## config.mk

```make
export PLATFORM = sky130hd
export DESIGN_NAME = victim_cache_control
export DESIGN_NICKNAME = d
export VERILOG_FILES = /design/src/rtl/victim_cache_control.sv
export SDC_FILE = /design/constraint.sdc
export NUM_CORES = 1
export LEC_CHECK = 0
export ABC_CLOCK_PERIOD_IN_PS = 3400
export CAP_MARGIN = 20
export CORE_MARGIN = 4
export CORE_UTILIZATION = 28
export CTS_CLUSTER_SIZE = 30
export DETAILED_ROUTE_END_ITERATION = 12
export PLACE_DENSITY = 0.61
export SYNTH_ARGS = -nofsm -noshare
export SYNTH_HDL_FRONTEND = slang
export SYNTH_SLANG_ARGS = --single-unit
```

## constraint.sdc

```tcl
create_clock -name clk -period 3.4 [get_ports clk]
set_clock_uncertainty 0.2 [all_clocks]
set_input_delay 0.51 -clock clk [delete_from_list [all_inputs] [get_ports clk]]
set_output_delay 0.51 -clock clk [all_outputs]
set_load 0.02 [all_outputs]
```

## src/rtl/victim_cache_control.sv

```systemverilog
// Four-entry victim cache controller: tag compare, swap/install, dirty writeback and true-LRU replacement.
// Tag/data arrays live outside; this block only drives their strobes and index.
module victim_cache_control (
  input  logic        clk,
  input  logic        reset,
  input  logic        req_valid,
  input  logic [11:0] req_tag,
  input  logic        req_has_victim,
  input  logic [11:0] victim_tag,
  input  logic        victim_dirty,
  output logic        resp,
  output logic        resp_hit,
  output logic [1:0]  resp_way,
  input  logic [11:0] tag0,
  input  logic [11:0] tag1,
  input  logic [11:0] tag2,
  input  logic [11:0] tag3,
  output logic        tag_load,
  output logic        data_load,
  output logic [1:0]  vic_index,
  output logic [11:0] vic_tag_in,
  output logic        pmem_write,
  output logic [11:0] pmem_tag,
  input  logic        pmem_resp
);

  typedef enum logic [2:0] {IDLE, COMPARE, WRITEBACK, INSTALL, RESPOND} state_t;

  state_t      state, nxt;
  logic [3:0]  valid, dirty;
  logic [1:0]  age [4];
  logic [11:0] l_req_tag, l_vtag;
  logic        l_hasv, l_vdirty;
  logic [1:0]  way, nxt_way;
  logic        hit_r, nxt_hit;
  logic [11:0] tags [4];
  logic [3:0]  hit;
  logic [1:0]  hit_way, repl_way, touch_way;
  logic        touch, clr_valid, install;

  assign tags[0] = tag0;
  assign tags[1] = tag1;
  assign tags[2] = tag2;
  assign tags[3] = tag3;

  // Lowest-index hit wins; replacement prefers lowest invalid way, else the age-3 way.
  always_comb begin
    hit      = '0;
    hit_way  = 2'd0;
    repl_way = 2'd0;
    for (int w = 0; w < 4; w++) hit[w] = valid[w] && (tags[w] == l_req_tag);
    for (int w = 3; w >= 0; w--) if (hit[w]) hit_way = w[1:0];
    for (int w = 3; w >= 0; w--) if (age[w] == 2'd3) repl_way = w[1:0];
    for (int w = 3; w >= 0; w--) if (!valid[w]) repl_way = w[1:0];
  end

  always_comb begin
    nxt       = state;
    nxt_way   = way;
    nxt_hit   = hit_r;
    touch     = 1'b0;
    touch_way = way;
    clr_valid = 1'b0;
    install   = 1'b0;
    case (state)
      IDLE: if (req_valid) nxt = COMPARE;
      COMPARE: begin
        if (|hit) begin
          nxt_way = hit_way;
          nxt_hit = 1'b1;
          if (l_hasv) nxt = INSTALL;
          else begin
            nxt       = RESPOND;
            clr_valid = 1'b1;
            touch     = 1'b1;
            touch_way = hit_way;
          end
        end else begin
          nxt_hit = 1'b0;
          if (l_hasv) begin
            nxt_way = repl_way;
            nxt     = (valid[repl_way] && dirty[repl_way]) ? WRITEBACK : INSTALL;
          end else begin
            nxt_way = 2'd0;
            nxt     = RESPOND;
          end
        end
      end
      WRITEBACK: if (pmem_resp) nxt = INSTALL;
      INSTALL: begin
        install = 1'b1;
        touch   = 1'b1;
        nxt     = RESPOND;
      end
      RESPOND: nxt = IDLE;
      default: nxt = IDLE;
    endcase
  end

  always_ff @(posedge clk) begin
    if (reset) begin
      state     <= IDLE;
      valid     <= '0;
      dirty     <= '0;
      way       <= 2'd0;
      hit_r     <= 1'b0;
      l_req_tag <= '0;
      l_vtag    <= '0;
      l_hasv    <= 1'b0;
      l_vdirty  <= 1'b0;
      for (int i = 0; i < 4; i++) age[i] <= i[1:0];
    end else begin
      state <= nxt;
      way   <= nxt_way;
      hit_r <= nxt_hit;
      if (state == IDLE && req_valid) begin
        l_req_tag <= req_tag;
        l_hasv    <= req_has_victim;
        l_vtag    <= victim_tag;
        l_vdirty  <= victim_dirty;
      end
      if (clr_valid) valid[touch_way] <= 1'b0;
      if (install) begin
        valid[way] <= 1'b1;
        dirty[way] <= l_vdirty;
      end
      // Younger-than-touched ways age by one; keeps ages a permutation of 0..3.
      if (touch)
        for (int i = 0; i < 4; i++)
          if (i[1:0] == touch_way) age[i] <= 2'd0;
          else if (age[i] < age[touch_way]) age[i] <= age[i] + 2'd1;
    end
  end

  assign resp       = (state == RESPOND);
  assign resp_hit   = resp && hit_r;
  assign resp_way   = resp ? way : 2'd0;
  assign tag_load   = (state == INSTALL);
  assign data_load  = (state == INSTALL);
  assign vic_index  = way;
  assign vic_tag_in = tag_load ? l_vtag : 12'h000;
  assign pmem_write = (state == WRITEBACK);
  assign pmem_tag   = pmem_write ? tags[way] : 12'h000;

endmodule

```

==> results of run 1 <==
-- Yosys cell counts, drive strengths merged, types with 3 or more instances --
cell type / instances / area share [%]
a31oi: 6 / 1.1
nand4: 9 / 1.6
nor2: 19 / 2.1
nor2b: 14 / 2.5
a211oi: 3 / 0.92
edfxtp: 8 / 6.8
ha: 4 / 1.4
nand3: 13 / 1.8
dfxtp: 40 / 23
o21ai: 11 / 1.6
mux2i: 8 / 2.3
and2: 13 / 2.3
xnor2: 48 / 12
nand2b: 7 / 1.2
or4: 3 / 0.85
nand2: 71 / 7.7
mux4: 12 / 7.6
clkbuf: 18 / 1.9
and3: 3 / 0.53
nor3: 5 / 0.85
buf: 17 / 3.9
a21boi: 3 / 0.74
inv: 7 / 0.74
nor4: 4 / 0.88
a21oi: 41 / 5.9
-- worst max-delay path, delay by kind of cell --
family | cells | cell delay [ns]
AO/OA/AOI/OAI | 5 | 1.02
AND/OR/NAND/NOR | 3 | 0.93
buffers and inverters | 1 | 0.52
XOR/XNOR | 1 | 0.13
-- cell families (layout without fill, tap and decap cells) --
family,count (synthesis),count (layout),synth area share [%]
buf+inv,42,163,6.58
mux,22,22,10.5
flops,48,48,29.4
compound gates,82,82,15.4
xor+xnor,48,48,11.9
simple gates,170,170,24.4
fa+ha+maj,5,5,1.73
-- power by group --
group	internal (uW)	total [uW]	switching [uW]
clock network	290	506	215
logic	183	320	137
registers	604	639	35.9
-- state kept, by name (all words and copies together) (netlist names) --
name and count:
age 8, hit_r 1, l_vtag 12, l_vdirty 1
dirty 4, l_req_tag 12, valid 4, state 3
vic_index 2, l_hasv 1
-- metrics by stage --
stage	hold WS (ns)	setup TNS [ns]	worst slack, ns	area (um^2)	util (%)
after CTS	0.252	0	0.00425	5090	41.9
after global routing	0.272	-0.0120	-0.00606	5280	43.4
after floorplan	0.232	0	0.277	3540	-
after detailed placement	0.243	-4.81	-0.387	4910	40.3
after global placement	0.239	-4.17	-0.350	4910	40.3
final	0.250	0	0.0988	5280	43.4
-- area by class of cell --
| cell class | count | share of cell area, % |
|---|---|---|
| clock buffers | 6 | 2.63 |
| clock inverters | 1 | 0.166 |
| inverters | 7 | 0.498 |
| multi-input cells | 327 | 45.8 |
| flip-flops and latches | 48 | 19.8 |
| well taps | 168 | 3.98 |
| repair buffers | 149 | 27.2 |
-- routing by layer --
layer	vias up	wire length (um)	track usage, %
li1	1698	-	-
met1	1636	5060	19.3
met2	98	5400	25.8
met3	13	639	2.81
met4	0	197	4.18
met5	-	0	0
-- repair_timing --
| action | in CTS | in global routing |
|---|---|---|
| hold buffers | 0 | 0 |
| endpoints found under the setup margin | 10 | 15 |
| hold endpoints to repair | 0 | 0 |
| buffers inserted | 3 | 3 |
| pin swaps | 8 | 20 |
| gates resized for setup | 7 | 39 |
-- worst min path at each step --
stage / start / endpoint / cells past startpoint / slack [ns]
4_1_cts: l_vtag[2] / l_vtag[2] / 2 / 0.25
3_3_place_gp: l_vtag[9] / l_vtag[9] / 2 / 0.24
5_1_grt: l_vtag[9] / l_vtag[9] / 2 / 0.27
3_5_place_dp: l_vtag[2] / l_vtag[2] / 2 / 0.24
6_report: l_vtag[9] / l_vtag[9] / 2 / 0.25
2_1_floorplan: l_vtag[0] / l_vtag[0] / 2 / 0.23
==> summary.md, run 1 <==
| Metric | Value |
|---|---|
| Class of the worst hold path | `reg2reg` |
| Global Route Usage Sum | `15.0%` |
| Synth Area per Inst | `8.48 um^2` |
| Largest net degree at the start of global routing | `29` |
| CP max stage cell | `or4_4` |
| Pwr dens | `277 nW/um^2` |
| Clock tree buffer depth | `2` |
| Routed WL | `11300 um` |
| Starting utilization of the core area | `29.1%` |
| Crit end category | `flop` |
| Grt ovf | `0` |
| Synth-to-layout area growth | `49.4%` |
| IO Count | `111` |
| Slowest Stage Delay on Critical Path | `0.58 ns` |
| Critical Path Start | `tag3[0]` |
| Syn_nets | `499` |
| Status | `complete, no violations` |
| Vias in the first global route | `3493` |
| Post-layout min period | `3.30 ns` |
| R2R Path End | `age[1][0]` |
| Clock transition at the registers of the reported paths | `0.07 ns` |
| Placed Cells incl. Taps | `693` |
| Total CTS buffers | `5` |
| Die H | `120 um` |
| Worst vdd ir | `0.173 mV` |
| Final cell count without fillers | `706` |
| Crit path max fanout | `3` |
| Netlist cell types | `64` |
| Final setup vio count | `0` |
| Critical path cell sequence | `clkdlybuf4s50_1, xnor2_2, nand3_2, or4_4, a21oi_4, o221a_1, a211oi_2, or2_1, a211o_1, a31oi_4` |
| Synthesized flop and latch total | `48` |
| Period utilization | `97.1%` |
| Reg area | `1050 um^2` |
| Core area | `12200 um^2` |
| Req. time, crit path | `3.20 ns` |
| Worst r2r path cells | `9` |
| Max Fclk | `303 MHz` |
| Clock sinks | `48` |
| Row cnt | `40` |
| Most frequent cells in the layout | `clkdlybuf4s50_1, nand2_1, xnor2_1, a21oi_1, buf_4` |
| Sequential area share after synthesis | `29.4%` |
| HPWL after DPL | `8760 um` |
| Worst EP arrival | `3.10 ns` |
| Critical Path End | `age[1][0]` |
| Synthesized cell area | `3540 um^2` |
| First-pass GRT wire length | `17700 um` |
| Drt drc | `0` |
| Worst Path Class, Setup | `in2reg` |
| Average vias per placed instance | `4.88` |
| Most common cell after layout, fill and taps aside | `clkdlybuf4s50_1` |
| CTS tree | `built` |
| Final Total Pwr | `1470 uW` |
| Standby leakage power | `0.00196 uW` |
| Net count reported at finish | `620` |
| DIE AREA | `14500 um^2` |
| Chip width | `120 um` |
| Endpoints failing hold | `0` |
| Post-synth ARST share | `0%` |
| Reg2reg start | `l_req_tag[9]` |
| Initial antenna violation count | `0` |
| FILL cells | `1195` |
| GP Congestion | `0.896` |
| Antenna diodes | `0` |
| Post-synth EDFFs | `8` |
| Clock Latency Late Sink | `0.29 ns` |
| Final slew viol count | `0` |
| Root Driver | `clkbuf_16` |
| Synth warnings | `0` |
| Startpoint Class | `input port` |
| Area of the multi-input gates | `2420 um^2` |
| Wirelength per Cell | `16.0 um` |
| Routed vias | `3445` |
| Port bufs | `110` |
| Gate Count Post-Synth | `417` |
| Htree depth | `2` |
| Layout cells sized above 1 | `18.4%` |
| Detail Route Antenna Nets | `0` |
| DRT Pass-1 Iters | `4` |
| Slew @ Worst Pin | `0.716 ns` |
| Drt first-iter violations | `136` |
| Slew headroom | `52.2%` |
| Max-cap violations | `0` |
| R2R Setup Slk | `0.13 ns` |
| Top_reg_cell synth | `dfxtp_1` |
Note: power is estimated with default switching activity, not from simulation.
==> run 2, diff against run 1 <==
--- a/config.mk
+++ b/config.mk
@@ -5,13 +5,14 @@
 export SDC_FILE = /design/constraint.sdc
 export NUM_CORES = 1
 export LEC_CHECK = 0
+export ABC_AREA = 1
 export ABC_CLOCK_PERIOD_IN_PS = 3400
 export CAP_MARGIN = 20
 export CORE_MARGIN = 4
 export CORE_UTILIZATION = 28
 export CTS_CLUSTER_SIZE = 30
 export DETAILED_ROUTE_END_ITERATION = 12
-export PLACE_DENSITY = 0.61
+export PLACE_DENSITY = 0.59
 export SYNTH_ARGS = -nofsm -noshare
 export SYNTH_HDL_FRONTEND = slang
 export SYNTH_SLANG_ARGS = --single-unit
==> summary.md, run 2 <==
| Metric | Value |
|---|---|
| Routed vias | `4892 (+42%)` |
| Final core utilization | `39.2% (-4.2 points)` |
| Top flop regs | `l_req_tag: 12 flops, l_vtag: 12 flops, age: 8 flops` |
| DIE AREA | `17100 um^2 (+18%)` |
| First-pass GRT wire length | `23600 um (+33%)` |
| Net count reported at finish | `948 (+53%)` |
| Layout cells sized above 1 | `8.42% (-10 points)` |
| Average vias per placed instance | `4.65 (-4.6%)` |
| Area contributors post-synth | `nand2_1, dfxtp_1, nor2_1, inv_1, edfxtp_1` |
| Synthesized cell area | `4220 um^2 (+19%)` |
| Post-synth EDFFs | `8 (unchanged)` |
| Xor/xnor cell area share of the yosys netlist | `0.208% (-12 points)` |
| Initial antenna violation count | `0 (unchanged)` |
| Top_reg_cell synth | `dfxtp_1` |
| Drt drc | `0 (unchanged)` |
| Die H | `131 um (+8.6%)` |
| Status | `complete, no violations` |
| Endpoints failing hold | `0 (unchanged)` |
| Total CTS buffers | `5 (unchanged)` |
| Port bufs | `110 (unchanged)` |
| IO Count | `111 (unchanged)` |
| Max-cap violations | `0 (unchanged)` |
| Synthesized flop and latch total | `48 (unchanged)` |
| HPWL after DPL | `12400 um (+42%)` |
| Worst Path Class, Setup | `reg2out` |
| Final setup vio count | `0 (unchanged)` |
| Crit end category | `output pin` |
| Most frequent cells in the layout | `nand2_1, clkdlybuf4s50_1, nor2_1` |
| Sequential area share after synthesis | `24.7% (-4.8 points)` |
| Drt first-iter violations | `321 (+140%)` |
| Netlist cell types | `39 (-39%)` |
| Chip width | `131 um (+8.6%)` |
| Synth cell count leaders | `nand2_1, nor2_1, inv_1` |
| Post-synth ARST share | `0% (unchanged)` |
| RSZ-0062 raised after global routing | `false` |
| Syn_nets | `837 (+68%)` |
| Largest family of logic cells by synthesized area | `simple AND/OR/NAND/NOR gates` |
| FILL cells | `1610 (+35%)` |
| Vias in the first global route | `4489 (+29%)` |
| Slew @ Worst Pin | `0.535 ns (-0.181 ns)` |
| Synth-to-layout area growth | `36.0%` |
| Wirelength per Cell | `14.3 um (-11%)` |
| Post-CTS sizing | `0 (-7)` |
| Post-layout min period | `3.20 ns (-0.0974 ns)` |
| Row cnt | `44 (+10%)` |
| Req. time, crit path | `2.69 ns (-0.51 ns)` |
| Synth warnings | `0 (unchanged)` |
| Clock Latency Late Sink | `0.30 ns (about the same)` |
| Max Fclk | `312 MHz (+3.0%)` |
| Count leader, synth | `nand2_1` |
| Post-synthesis mux area share | `0% (-11 points)` |
| Detail Route Antenna Nets | `0 (unchanged)` |
| Compound-Gate Fraction of Synth Area | `16.6% (+1.2 points)` |
| Worst EP arrival | `2.49 ns (-0.61 ns)` |
| Share of Yosys cell area claimed by the top area cell type | `22.3% (-0.31 points)` |
| Largest net degree at the start of global routing | `35 (+21%)` |
| CTS Hold Bufs | `0 (unchanged)` |
| Starting utilization of the core area | `28.8% (-0.27 points)` |
| Startpoint Class | `flop` |
| Htree depth | `2 (unchanged)` |
| Most common cell after layout, fill and taps aside | `nand2_1` |
| Post-synthesis simple-gate area fraction | `44.3% (+20 points)` |
| Slew headroom | `64.2% (+12 points)` |
| Synth Area per Inst | `5.59 um^2 (-34%)` |
| Post-Synth Adder-Cell Area | `1.19% (-0.55 points)` |
| Period utilization | `94.2% (-2.9 points)` |
| Crit path max fanout | `13 (+10)` |
| Core area | `14600 um^2 (+20%)` |
| Worst vdd ir | `0.182 mV (+5.1%)` |
| Root Driver | `clkbuf_16` |
| Clock tree buffer depth | `2 (unchanged)` |
| Grt ovf | `0 (unchanged)` |
| GP Congestion | `0.892 (-0.48%)` |
| Antenna diodes | `0 (unchanged)` |
| Standby leakage power | `0.00278 uW (+42%)` |
| Setup Fix Bufs, Post-CTS | `0 (-3)` |
| Global Route Usage Sum | `17.8% (+2.8 points)` |
| Setup TNS | `0 ns (unchanged)` |
| CTS tree | `built` |
| Yosys top cell by area | `nand2_1` |
| Gate Count Post-Synth | `755 (+81%)` |
| Class of the worst hold path | `reg2reg` |
| Pwr dens | `332 nW/um^2 (+20%)` |
| Clock sinks | `48 (unchanged)` |
| DRT Pass-1 Iters | `5 (+1)` |
| Final slew viol count | `0 (unchanged)` |
| Clock transition at the registers of the reported paths | `0.07 ns (about the same)` |
| Routed WL | `15000 um (+33%)` |
==> run 2: cell types whose count changed after synthesis, moves of 14 or more <==
cell and change:
inv_1 +100, o21ai_0 +34, nand2_2 +16, xnor2_1 -47, nor2b_1 -14, nand3_1 +23
inv_2 +16, nand2_1 +181, nor2_1 +91
==> run 2: logic make-up after synthesis <==
kind of cell,after synthesis
simple gates,438
buf+inv,144
fa+ha+maj,4
compound gates,120
flops,48
xor+xnor,1
==> run 2: area by class of cell <==
| class | instances | area [um^2] | share of cell area (%) |
|---|---|---|---|
| inverters | 127 | 482 | 8.40 |
| clock buffers | 5 | 125 | 2.18 |
| clock inverters | 3 | 47.5 | 0.829 |
| repair buffers | 121 | 1180 | 20.6 |
| multi-input cells | 563 | 2630 | 45.8 |
| well taps | 184 | 230 | 4.01 |
| flip-flops and latches | 48 | 1040 | 18.1 |
==> run 2: path summary, 6_finish.rpt <==
path                     start           to  slack [ns]  cells after the start
setup reg to reg  l_req_tag[3]    age[3][0]        0.61                     18
hold reg to reg     l_vtag[10]   l_vtag[10]        0.25                      2
hold / removal      l_vtag[10]   l_vtag[10]        0.25                      2
setup / recovery  vic_index[0]  pmem_tag[3]        0.20                      5
==> run 2: critical path: stages, from the launching register on <==
cell and delay [ns]:
dfxtp_1 0.48, nand2_1 0.40, o22ai_1 0.43, a221oi_1 0.12
nor2_1 0.11, clkdlybuf4s50_1 0.65
==> run 2: through the flow <==
stage                     cells  power [uW]  setup slack, ns  instance area [um^2]  hold slack [ns]
final                      1051        1900            0.196                  5740            0.254
after global placement     1043        1320            0.173                  5570            0.240
after detailed placement   1043        1320            0.167                  5570            0.247
after CTS                  1051        1920            0.177                  5740            0.258
after floorplan             755        1060            0.582                  4220            0.230
after global routing       1051        2030           0.0871                  5740            0.269
==> run 2: report_power, final <==
part / internal (uW) / total (uW) / switching, uW
Sequential: 627 / 685 / 58.0
Combinational: 253 / 626 / 373
Clock: 350 / 592 / 242
Total: 1230 / 1900 / 673
==> run 2: routing by layer <==
metal | share of wire (%) | routed length (um) | GRT usage (%)
met2 | 41 | 6170 | 26.8
met1 | 51 | 7660 | 26.6
met4 | 0.90 | 135 | 3.57
met3 | 7.1 | 1070 | 3.09
met5 | 0 | 0 | 0
